### src/rtl/ic_dest_part_if.sv
// Destination-partition bus: stage-1 request/accept, stage-2 flit, per-node delivery.
`ifndef ADDR_WIDTH
`define ADDR_WIDTH 8
`endif
`ifndef FLIT_WIDTH
`define FLIT_WIDTH 8
`endif

interface ic_dest_part_if #(
  parameter int unsigned N     = 2,
  parameter int unsigned WIDTH = `FLIT_WIDTH
);
  logic                   s1_valid_in;
  logic                   s1_valid_urgent_in;
  logic [`ADDR_WIDTH-1:0] s1_nexthop_in;
  logic                   s1_accept;
  logic [WIDTH-1:0]       s2_data_in;
  logic [`ADDR_WIDTH-1:0] s2_nexthop_in;
  logic [N-1:0]           dst_valid;
  logic [N*WIDTH-1:0]     dst_data_out;
  logic [N-1:0]           dst_dequeue;

  // Source/consumer side
  modport master (
    output s1_valid_in, s1_valid_urgent_in, s1_nexthop_in,
    output s2_data_in, s2_nexthop_in, dst_dequeue,
    input  s1_accept, dst_valid, dst_data_out
  );

  // Partition side
  modport slave (
    input  s1_valid_in, s1_valid_urgent_in, s1_nexthop_in,
    input  s2_data_in, s2_nexthop_in, dst_dequeue,
    output s1_accept, dst_valid, dst_data_out
  );
endinterface

### src/rtl/ic_dest_part.sv
// Destination partition: one-entry slot per local node, two-stage request/flit delivery.
`ifndef ADDR_WIDTH
`define ADDR_WIDTH 8
`endif
`ifndef FLIT_WIDTH
`define FLIT_WIDTH 8
`endif

module ic_dest_part #(
  parameter int unsigned            N     = 2,
  parameter int unsigned            WIDTH = `FLIT_WIDTH,
  parameter logic [`ADDR_WIDTH-1:0] BASE  = '0
) (
  input  logic               clock,
  input  logic               reset,
  input  logic               enable,
  ic_dest_part_if.slave      bus,
  output logic               can_increment,
  output logic               addr_error,
  output logic [15:0]        flit_count
);
  localparam int unsigned AW   = `ADDR_WIDTH;
  localparam int unsigned IDXW = (N > 1) ? $clog2(N) : 1;

  typedef enum logic [1:0] {
    SLOT_FREE     = 2'd0,
    SLOT_RESERVED = 2'd1,
    SLOT_FULL     = 2'd2
  } slot_e;

  slot_e            r_slot [N];
  logic [WIDTH-1:0] r_data [N];
  logic             r_pend;
  logic [IDXW-1:0]  r_pidx;
  logic             r_err;
  logic [15:0]      r_cnt;

  logic [AW-1:0]    w_idx_full;
  logic [AW-1:0]    w_s2_idx_full;
  logic [IDXW-1:0]  w_idx;
  logic             w_in_range;
  logic             w_slot_ok;
  logic             w_accept;

  // Decode the stage-1 address relative to this partition's base
  always_comb begin
    w_idx_full    = bus.s1_nexthop_in - BASE;
    w_s2_idx_full = bus.s2_nexthop_in - BASE;
    w_idx         = w_idx_full[IDXW-1:0];
    w_in_range    = (32'(w_idx_full) < N);
  end

  // Target slot can take a request: free, or full and being drained this cycle
  always_comb begin
    w_slot_ok = 1'b0;
    for (int i = 0; i < N; i++) begin
      if (w_idx_full == AW'(i)) begin
        w_slot_ok = (r_slot[i] == SLOT_FREE) ||
                    ((r_slot[i] == SLOT_FULL) && bus.dst_dequeue[i]);
      end
    end
  end

  // Combinational accept and urgency back-pressure
  always_comb begin
    w_accept      = bus.s1_valid_in & enable & w_in_range & w_slot_ok;
    bus.s1_accept = w_accept;
    can_increment = ~(bus.s1_valid_in & bus.s1_valid_urgent_in & ~w_accept);
  end

  // Flatten slot state onto the delivery bus
  always_comb begin
    bus.dst_valid    = '0;
    bus.dst_data_out = '0;
    for (int i = 0; i < N; i++) begin
      bus.dst_valid[i]                  = (r_slot[i] == SLOT_FULL);
      bus.dst_data_out[i*WIDTH +: WIDTH] = r_data[i];
    end
  end

  always_comb begin
    addr_error = r_err;
    flit_count = r_cnt;
  end

  // Slot, pending and status state; later assignments take priority
  // (accept on a draining slot lands in RESERVED rather than FREE)
  always_ff @(posedge clock) begin
    if (reset) begin
      for (int i = 0; i < N; i++) begin
        r_slot[i] <= SLOT_FREE;
        r_data[i] <= '0;
      end
      r_pend <= 1'b0;
      r_pidx <= '0;
      r_err  <= 1'b0;
      r_cnt  <= '0;
    end else if (enable) begin
      for (int i = 0; i < N; i++) begin
        if (bus.dst_dequeue[i] && (r_slot[i] == SLOT_FULL)) begin
          r_slot[i] <= SLOT_FREE;
        end
      end
      if (r_pend) begin
        r_slot[r_pidx] <= SLOT_FULL;
        r_data[r_pidx] <= bus.s2_data_in;
        r_cnt          <= r_cnt + 16'd1;
        r_pend         <= 1'b0;
        if (w_s2_idx_full != AW'(r_pidx)) begin
          r_err <= 1'b1;
        end
      end
      if (w_accept) begin
        r_slot[w_idx] <= SLOT_RESERVED;
        r_pidx        <= w_idx;
        r_pend        <= 1'b1;
      end
      if (bus.s1_valid_in && !w_in_range) begin
        r_err <= 1'b1;
      end
    end
  end
endmodule

### src/flat_wrapper.sv
// flat-port wrapper written by rule: the top's interface ports become plain ports
module ic_dest_part_flat 
#(
  parameter int unsigned            N     = 2,
  parameter int unsigned            WIDTH = `FLIT_WIDTH,
  parameter logic [`ADDR_WIDTH-1:0] BASE  = '0
)
  (clock, reset, enable, can_increment, addr_error, flit_count, bus_s1_valid_in, bus_s1_valid_urgent_in, bus_s1_nexthop_in, bus_s2_data_in, bus_s2_nexthop_in, bus_dst_dequeue, bus_s1_accept, bus_dst_valid, bus_dst_data_out);
  ic_dest_part_if #(.N(N), .WIDTH(WIDTH)) bus_i ();
  input  logic clock;
  input  logic reset;
  input  logic enable;
  output logic can_increment;
  output logic addr_error;
  output logic [15:0] flit_count;
  input wire logic [$bits(bus_i.s1_valid_in)-1:0] bus_s1_valid_in;
  input wire logic [$bits(bus_i.s1_valid_urgent_in)-1:0] bus_s1_valid_urgent_in;
  input wire logic [$bits(bus_i.s1_nexthop_in)-1:0] bus_s1_nexthop_in;
  input wire logic [$bits(bus_i.s2_data_in)-1:0] bus_s2_data_in;
  input wire logic [$bits(bus_i.s2_nexthop_in)-1:0] bus_s2_nexthop_in;
  input wire logic [$bits(bus_i.dst_dequeue)-1:0] bus_dst_dequeue;
  output wire logic [$bits(bus_i.s1_accept)-1:0] bus_s1_accept;
  output wire logic [$bits(bus_i.dst_valid)-1:0] bus_dst_valid;
  output wire logic [$bits(bus_i.dst_data_out)-1:0] bus_dst_data_out;
  assign bus_i.s1_valid_in = bus_s1_valid_in;
  assign bus_i.s1_valid_urgent_in = bus_s1_valid_urgent_in;
  assign bus_i.s1_nexthop_in = bus_s1_nexthop_in;
  assign bus_i.s2_data_in = bus_s2_data_in;
  assign bus_i.s2_nexthop_in = bus_s2_nexthop_in;
  assign bus_i.dst_dequeue = bus_dst_dequeue;
  assign bus_s1_accept = bus_i.s1_accept;
  assign bus_dst_valid = bus_i.dst_valid;
  assign bus_dst_data_out = bus_i.dst_data_out;
  ic_dest_part #(.N(N), .WIDTH(WIDTH), .BASE(BASE)) u_core (.clock(clock), .reset(reset), .enable(enable), .bus(bus_i), .can_increment(can_increment), .addr_error(addr_error), .flit_count(flit_count));
endmodule
### config.mk
export PLATFORM = sky130hd
export DESIGN_NAME = ic_dest_part_flat
export DESIGN_NICKNAME = d
export VERILOG_FILES = /design/src/rtl/ic_dest_part_if.sv /design/src/rtl/ic_dest_part.sv /design/src/flat_wrapper.sv
export SDC_FILE = /design/constraint.sdc
export NUM_CORES = 1
export LEC_CHECK = 0
export ABC_AREA = 0
export CAP_MARGIN = 20
export CORE_MARGIN = 5
export CORE_UTILIZATION = 30
export DETAILED_ROUTE_END_ITERATION = 8
export GPL_TIMING_DRIVEN = 0
export PLACE_DENSITY = 0.6
export RECOVER_POWER = 25
export SLEW_MARGIN = 20
export SYNTH_ARGS = -nofsm -noshare
export SYNTH_HDL_FRONTEND = slang
export SYNTH_SLANG_ARGS = --single-unit
### constraint.sdc
create_clock -name clock -period 2.68 [get_ports clock]
set_input_delay 0.536 -clock clock [delete_from_list [all_inputs] [get_ports clock]]
set_output_delay 0.536 -clock clock [all_outputs]
set_load 0.01 [all_outputs]
==> metrics.md, run 1 <==
| Metric | Value |
|---|---|
| Post-synth EDFFs | `16` |
| Worst slew margin | `33.4%` |
| VDD IR-drop max | `0.227 mV` |
| Syn_area_per_cell | `10.1 sq um` |
| Total track usage | `a little under an eighth` |
| Final HPWL DP | `about 3 mm` |
| CP cell instances | `clkdlybuf4s50_1, nor4_1, nand2_1, or3_1, buf_2, nand3_1, clkbuf_2` |
| Post-synthesis adder-cell area fraction | `less than 1%` |
| Die Ht | `between 80 and 90 um` |
| First-pass GRT wire length | `approximately 6.6 mm` |
| Critical path's slowest cell | `clkdlybuf4s50_1` |
| DRT iter0 DRCs | `46` |
| CTS Buffer Depth | `2` |
| Number of global-route vias before repair | `approximately 1500` |
| Total gr overflow | `0` |
| Actual slew at the worst max-slew pin | `between 0.9 and 1 ns` |
| Pins Over Slew Limit | `0` |
| Worst-case reg-to-reg path depth | `3` |
| Nets | `~280` |
| Top cell type's share of synthesized area | `~28%` |
| Post-placement cell count | `just over 300` |
| Post-synthesis compound-gate area fraction | `8.64%` |
| DR WL/cell | `12.6 um` |
| Crit path launch type | `input pin` |
| Core Region | `approximately 5500 sq um` |
| Mux cell area share after synthesis | `less than 1%` |
| H-tree Lvls | `2` |
| Initial Util | `a little under a third` |
| Synth Flop Type | `dfxtp_1` |
| Pleak | `about 0.94 nW` |
| Status | `finished clean` |
| Cell row count | `27` |
| RSZ-0062 raised after global routing | `no` |
| 1st-pass router iterations | `4` |
| R2r startpoint | `u_core.r_pend$_SDFFE_PP0P_` |
| Commonest non-fill, non-tap cell in the layout | `clkdlybuf4s50_1` |
| Synth Instances | `170` |
| Final setup vio count | `0` |
| Hold path endpoint | `u_core.addr_error$_SDFFE_PP0P_` |
| Ant diodes | `0` |
| Largest net degree at the start of global routing | `14` |
| Synthesis-stage register bit count | `39` |
| I/O Pins | `68` |
| Area delta synth->final | `51.9%` |
| Final min period | `2.52 ns` |
| CP required | `between 2 and 2.5 ns` |
| FF-to-FF End | `u_core.r_data[1][5]$_SDFFCE_PN0P_` |
| Clock sink count | `39` |
| Hold path start | `u_core.addr_error$_SDFFE_PP0P_` |
| Simple-gate area share of the yosys netlist | `27.6%` |
| CTS hold repair buffers | `0` |
| Post-Syn Nets | `202` |
| Fmax achieved | `about 400 MHz` |
| Fin Clk Skew | `about 0.0071 ns` |
| Crit share post-route | `around 94%` |
| Critical path class | `in2out` |
| Fin worst setup slack | `~0.16 ns` |
| Largest family of logic cells by synthesized area | `simple AND/OR/NAND/NOR gates` |
| Global placement routability congestion | `between 0.7 and 0.8` |
| CTS root buffer | `clkbuf_8` |
| Share of layout cells above drive strength 1 | `~7.3%` |
| CP peak stage delay | `roughly 0.4 ns` |
| DR DRC count | `0` |
| Synthesized area | `between 1500 and 2000 sq um` |
| TritonCTS clock tree | `built` |
| Yosys warns | `0` |
| Final hold violations | `0` |
| Hold/Removal Path Class | `reg2reg` |
| Top cells by area, synth | `edfxtp_1 28%, dfxtp_1 27%, and2_1 6.2%, xor2_1 3.0%, nand2_1 2.6%` |
| Total Wirelength | `4.01 mm` |
| Commonest non-fill, non-tap cells in the layout | `49 x clkdlybuf4s50_1, 23 x dfxtp_1, 16 x edfxtp_1, 14 x dlygate4sd3_1` |
| Synth unique cells | `42` |
| Via density per instance | `4.62` |
| Asr flop ratio synth | `0%` |
| Hold Path Cell Cnt | `2` |
| Non-filler cells, final | `between 300 and 400` |
| Chip Width | `between 80 and 90 um` |
| Power Density | `around 500 nW/um^2` |
| CTS Buf Count | `5` |
| Seq/Total Area, Yosys | `54.6%` |
| Routed via count | `between 1000 and 1500` |
| Xor/xnor cell area share of the yosys netlist | `under 10%` |
| Port bufs | `67` |
| Clock latency on the worst-skew pair | `between 0.2 and 0.3 ns` |
| Max FO, Critical Path | `7` |
| Core Util, Final | `between 40% and 50%` |
| Maxcap violations | `0` |
| Place WS | `-0.281 ns` |
| Critical path endpoint category | `output pin` |
| Post-synth top area cell | `edfxtp_1` |
| Clk slew on worst S/H paths | `about 0.08 ns` |
| Die area | `about 7400 sq um` |
| Hold Slack | `0.485 ns` |
| Worst path arrival time | `a little under 2 ns` |
| Register-to-Register Setup Slack | `0.51 ns` |
| Initial antenna violation count | `0` |
| Post-DRT Antenna Nets | `0` |
-- power breakdown --
group	leakage, nW	switching (mW)	internal, mW
clock	0.0644	0.212	0.371
combinational	0.522	0.0346	0.0591
sequential	0.351	0.00210	0.625
total	0.937	0.248	1.05
-- worst max-delay path by stage --
stage                               startpoint             to  slack [ns]  cells after the start
after global placement                  enable  can_increment       -0.28                      7
after detailed placement                enable  can_increment       -0.28                      7
final                     bus_s1_nexthop_in[4]  can_increment        0.16                      7
after global routing      bus_s1_nexthop_in[3]  can_increment        0.09                      7
after CTS                               enable  bus_s1_accept        0.02                      7
after floorplan           bus_s1_nexthop_in[4]  can_increment        0.71                      5
-- metrics by stage --
step,setup TNS [ns],area (sq um),power (mW)
3_3_place_gp,-3.76,2480,0.739
3_5_place_dp,-3.56,2480,0.739
6_report,0,2620,1.30
5_1_grt,0,2620,1.35
2_1_floorplan,0,1720,0.666
4_1_cts,0,2620,1.32
-- critical path, delay by kind of cell --
| kind | cells | cell delay [ns] |
|---|---|---|
| AND/OR/NAND/NOR | 4 | 0.75 |
| buffers and inverters | 3 | 0.70 |
-- logic make-up (layout without fill, tap and decap cells) --
group | after synthesis | after routing
and+or+nand+nor | 85 | 85
muxes | 1 | 1
adders and majority gates | 1 | 1
DFF | 39 | 39
AOI/OAI and AO/OA | 23 | 23
buffers and inverters | 11 | 86
xor gates and xnor gates | 10 | 10
-- layout make-up --
class,count,area [sq um]
Clock buffer,5,68.8
Inverter,5,18.8
Tap cell,72,90.1
Sequential cell,39,941
Fill cell,543,2920
Multi-Input combinational cell,120,734
Clock inverter,3,67.6
Buffer,6,32.5
Timing Repair Buffer,67,666
-- Yosys cell counts, drive strengths merged (3+ instances only) --
cell type  count
nor3           5
nand2b         6
nand2         12
nor4           3
o21ai          5
nor2          12
inv            5
edfxtp        16
xor2           6
or2            4
a21oi          8
or3            3
and2          17
dfxtp         23
xnor2          4
clkbuf         4
nand3          9
nand4          3
-- flip-flops by register name (all words and copies together), names as in the netlist --
signal,count
u_core.flit_count,16
u_core.r_data,16
u_core.r_slot,4
u_core.addr_error,1
u_core.r_pend,1
u_core.r_pidx,1
-- per-layer routing --
| metal | global-route usage (%) | part of all wire, % | vias up |
|---|---|---|---|
| li1 | - | - | 752 |
| met1 | 14.7 | 48 | 655 |
| met2 | 17.4 | 44 | 53 |
| met3 | 4.23 | 7.3 | 5 |
| met4 | 3.45 | 1.0 | 0 |
| met5 | 0 | 0 | - |
-- timing repair --
action,4_1_cts,5_1_grt
resized for setup,4,5
hold endpoints to repair,0,0
setup buffers,0,0
gates cloned,0,0
endpoints found under the setup margin,2,5
(Power assumes the default switching activity.)
==> run 2: changes to the inputs <==
--- a/config.mk
+++ b/config.mk
@@ -11,6 +11,7 @@
 export CORE_UTILIZATION = 30
 export DETAILED_ROUTE_END_ITERATION = 8
 export GPL_TIMING_DRIVEN = 0
+export HOLD_SLACK_MARGIN = 0.02
 export PLACE_DENSITY = 0.6
 export RECOVER_POWER = 25
 export SLEW_MARGIN = 20
==> results of run 2 <==
Same layout as run 1: the final DEF is identical, and so are final timing and power.
==> run 3: changes to the inputs <==
--- a/config.mk
+++ b/config.mk
@@ -12,8 +12,9 @@
 export DETAILED_ROUTE_END_ITERATION = 8
 export GPL_TIMING_DRIVEN = 0
 export HOLD_SLACK_MARGIN = 0.02
-export PLACE_DENSITY = 0.6
+export PLACE_DENSITY = 0.64
 export RECOVER_POWER = 25
+export REMOVE_ABC_BUFFERS = 1
 export SLEW_MARGIN = 20
 export SYNTH_ARGS = -nofsm -noshare
 export SYNTH_HDL_FRONTEND = slang
==> run 3 against run 2 <==
Final cell count down 1.3%. Final area down 1.2%. Wire length down 0.95%. Setup slack worse by 0.067 ns. Critical path depth down 1. Clock skew down 0.0032 ns. Via count down 0.27%. Global-route usage down 0.33 points. First-iteration DRC count down 20%. Largest cell class unchanged. Critical path type unchanged. Non-clock buffer count down 4.
==> metrics.md, run 3 (same netlist as run 1, synthesis figures left out) <==
| Metric | Value |
|---|---|
| DR DRC count | `0 (unchanged)` |
| Register-to-Register Setup Slack | `0.84 ns (was 0.51 ns)` |
| Final HPWL DP | `2.90 mm (was 3.05 mm)` |
| Global placement routability congestion | `0.770 (was 0.740)` |
| Port bufs | `67 (unchanged)` |
| Actual slew at the worst max-slew pin | `0.570 ns (was 0.997 ns)` |
| Ant diodes | `0 (unchanged)` |
| Final min period | `2.59 ns (was 2.52 ns)` |
| Maxcap violations | `0 (unchanged)` |
| 1st-pass router iterations | `4 (unchanged)` |
| Final hold violations | `0 (unchanged)` |
| Routed via count | `1461 (was 1465)` |
| Status | `finished clean (unchanged)` |
| Comb power frac | `7.5% (was 7.2%)` |
| Critical path class | `in2out (unchanged)` |
| H-tree Lvls | `2 (unchanged)` |
| Switch share | `20.4% (was 19.1%)` |
| VDD IR-drop max | `0.222 mV (was 0.227 mV)` |
| Total Wirelength | `3.97 mm (was 4.01 mm)` |
| CP required | `2.14 ns (about the same)` |
| CTS root buffer | `clkbuf_8 (unchanged)` |
| Crit path launch type | `input pin (unchanged)` |
| Initial Util | `31.1% (unchanged)` |
| Clk pwr share | `40.4% (was 44.7%)` |
| Critical path endpoint category | `output pin (unchanged)` |
| Commonest non-fill, non-tap cells in the layout | `52 x clkdlybuf4s50_1, 23 x dfxtp_1, 17 x and2_1, 16 x edfxtp_1 (was 49 x clkdlybuf4s50_1, 23 x dfxtp_1, 16 x edfxtp_1, 14 x dlygate4sd3_1)` |
| Pwr Total | `1.20 mW (was 1.30 mW)` |
| TritonCTS clock tree | `built (unchanged)` |
| Max FO, Critical Path | `4 (was 7)` |
| Area post-placement | `2460 sq um (was 2480 sq um)` |
| Largest net degree at the start of global routing | `31 (was 14)` |
| Pins Over Slew Limit | `0 (unchanged)` |
| Clk slew on worst S/H paths | `0.08 ns (about the same)` |
| Total gr overflow | `0 (unchanged)` |
| Share of layout cells above drive strength 1 | `7.88% (was 7.35%)` |
| Core Region | `5540 sq um (unchanged)` |
| Post-DRT Antenna Nets | `0 (unchanged)` |
| Cell row count | `27 (unchanged)` |
| DR WL/cell | `12.7 um (was 12.6 um)` |
| Fin Clk Skew | `0.00392 ns (was 0.00712 ns)` |
| Worst slew margin | `61.8% (was 33.4%)` |
| Sequential power share | `52.1% (was 48.1%)` |
| DRT iter0 DRCs | `37 (was 46)` |
| Pleak | `0.907 nW (was 0.937 nW)` |
| Post-route cell area | `2590 sq um (was 2620 sq um)` |
| RSZ-0062 raised after global routing | `no (unchanged)` |
| Crit share post-route | `96.5% (was 94.0%)` |
| Non-filler cells, final | `313 (was 317)` |
| CTS Buf Count | `5 (unchanged)` |
| Worst path arrival time | `2.05 ns (was 1.98 ns)` |
| I/O Pins | `68 (unchanged)` |
| Int Pwr | `0.957 mW (was 1.05 mW)` |
| Initial antenna violation count | `0 (unchanged)` |
| CTS hold repair buffers | `0 (unchanged)` |
| Fmax achieved | `387 MHz (was 397 MHz)` |
| Number of global-route vias before repair | `1428 (was 1462)` |
| Chip Width | `85.8 um (unchanged)` |
| Clock latency on the worst-skew pair | `0.28 ns (was 0.29 ns)` |
| Area delta synth->final | `50.1% (was 51.9%)` |
| Nets | `272 (was 276)` |
| Clock sink count | `39 (unchanged)` |
| Commonest non-fill, non-tap cell in the layout | `clkdlybuf4s50_1 (unchanged)` |
| Die area | `7360 sq um (unchanged)` |
| Final setup vio count | `0 (unchanged)` |
| CTS Buffer Depth | `2 (unchanged)` |
| Power Density | `465 nW/um^2 (was 498 nW/um^2)` |
| Via density per instance | `4.67 (was 4.62)` |
| Total track usage | `10.9% (was 11.3%)` |
| First-pass GRT wire length | `6.51 mm (was 6.61 mm)` |
| Net switching power of the design | `0.245 mW (was 0.248 mW)` |
| Post-placement cell count | `303 (was 309)` |
| Die Ht | `85.8 um (unchanged)` |
| Hold/Removal Path Class | `reg2reg (unchanged)` |
==> run 3: cell types whose count changed in the layout (fill, tap and decap cells not counted), sizes merged <==
cell           before  now
clkdlybuf4s15       0    1
dlymetal6s2s        2    0
clkbuf             11    6
buf                 2    3
clkinv              0    1
dlygate4sd3        14   11
dlygate4sd2         0    1
bufinv              2    1
clkdlybuf4s50      49   52
==> run 3: cell type report <==
class | instances | area [sq um]
inverter | 5 | 18.8
fill | 545 | 2950
timing repair buffer | 69 | 674
clock buffer | 5 | 68.8
clock inverter | 3 | 43.8
sequential | 39 | 941
tap | 72 | 90.1
multi-input combinational | 120 | 751
==> run 3: final timing paths <==
path                                           start                                 end  cells past startpoint
hold reg to reg   u_core.flit_count[15]$_SDFFE_PP0P_  u_core.flit_count[15]$_SDFFE_PP0P_                      2
setup / recovery                bus_s1_nexthop_in[1]                       bus_s1_accept                      6
hold / removal    u_core.flit_count[15]$_SDFFE_PP0P_  u_core.flit_count[15]$_SDFFE_PP0P_                      2
setup reg to reg          u_core.r_pend$_SDFFE_PP0P_   u_core.r_data[1][0]$_SDFFCE_PN0P_                      3
==> run 3: per-stage QoR <==
step                      setup TNS [ns]  setup WS (ns)  hold slack, ns  utilization, %
final                                  0         0.0941           0.489            46.7
after floorplan                        0          0.721           0.471               -
after detailed placement          -16.30         -0.673           0.467            44.3
after global routing                   0        0.00355           0.512            46.7
after CTS                              0         0.0287           0.493            46.7
after global placement            -15.95         -0.701           0.452            44.3
==> run 3: power by group through the flow <==
stage / Sequential, mW / Clock, mW / Combinational (mW)
CTS: 0.627 / 0.502 / 0.0950
detailed placement: 0.641 / 0 / 0.0952
floorplan: 0.646 / 0 / 0.0125
global route: 0.628 / 0.531 / 0.0974
finish: 0.627 / 0.486 / 0.0903
global placement: 0.641 / 0 / 0.0948
==> run 3: critical path: stages <==
cell             delay (ns)
clkdlybuf4s50_1        0.40
nor4_1                 0.27
nand2_1                0.11
or3_4                  0.42
inv_1                  0.08
clkdlybuf4s15_1        0.23
==> run 3: per-layer routing <==
layer,part of all wire [%],track usage [%],vias to the layer above
met1,46,13.5,661
li1,-,-,747
met3,7.6,3.65,4
met4,0.66,3.02,0
met5,0,0,-
met2,46,18.2,49
==> run 3: timing repair <==
action | CTS | global route
endpoints found under the hold margin | 0 | 0
buffers inserted | 0 | 2
setup endpoints to repair | 27 | 2
pin swaps | 0 | 3
resized for setup | 7 | 4
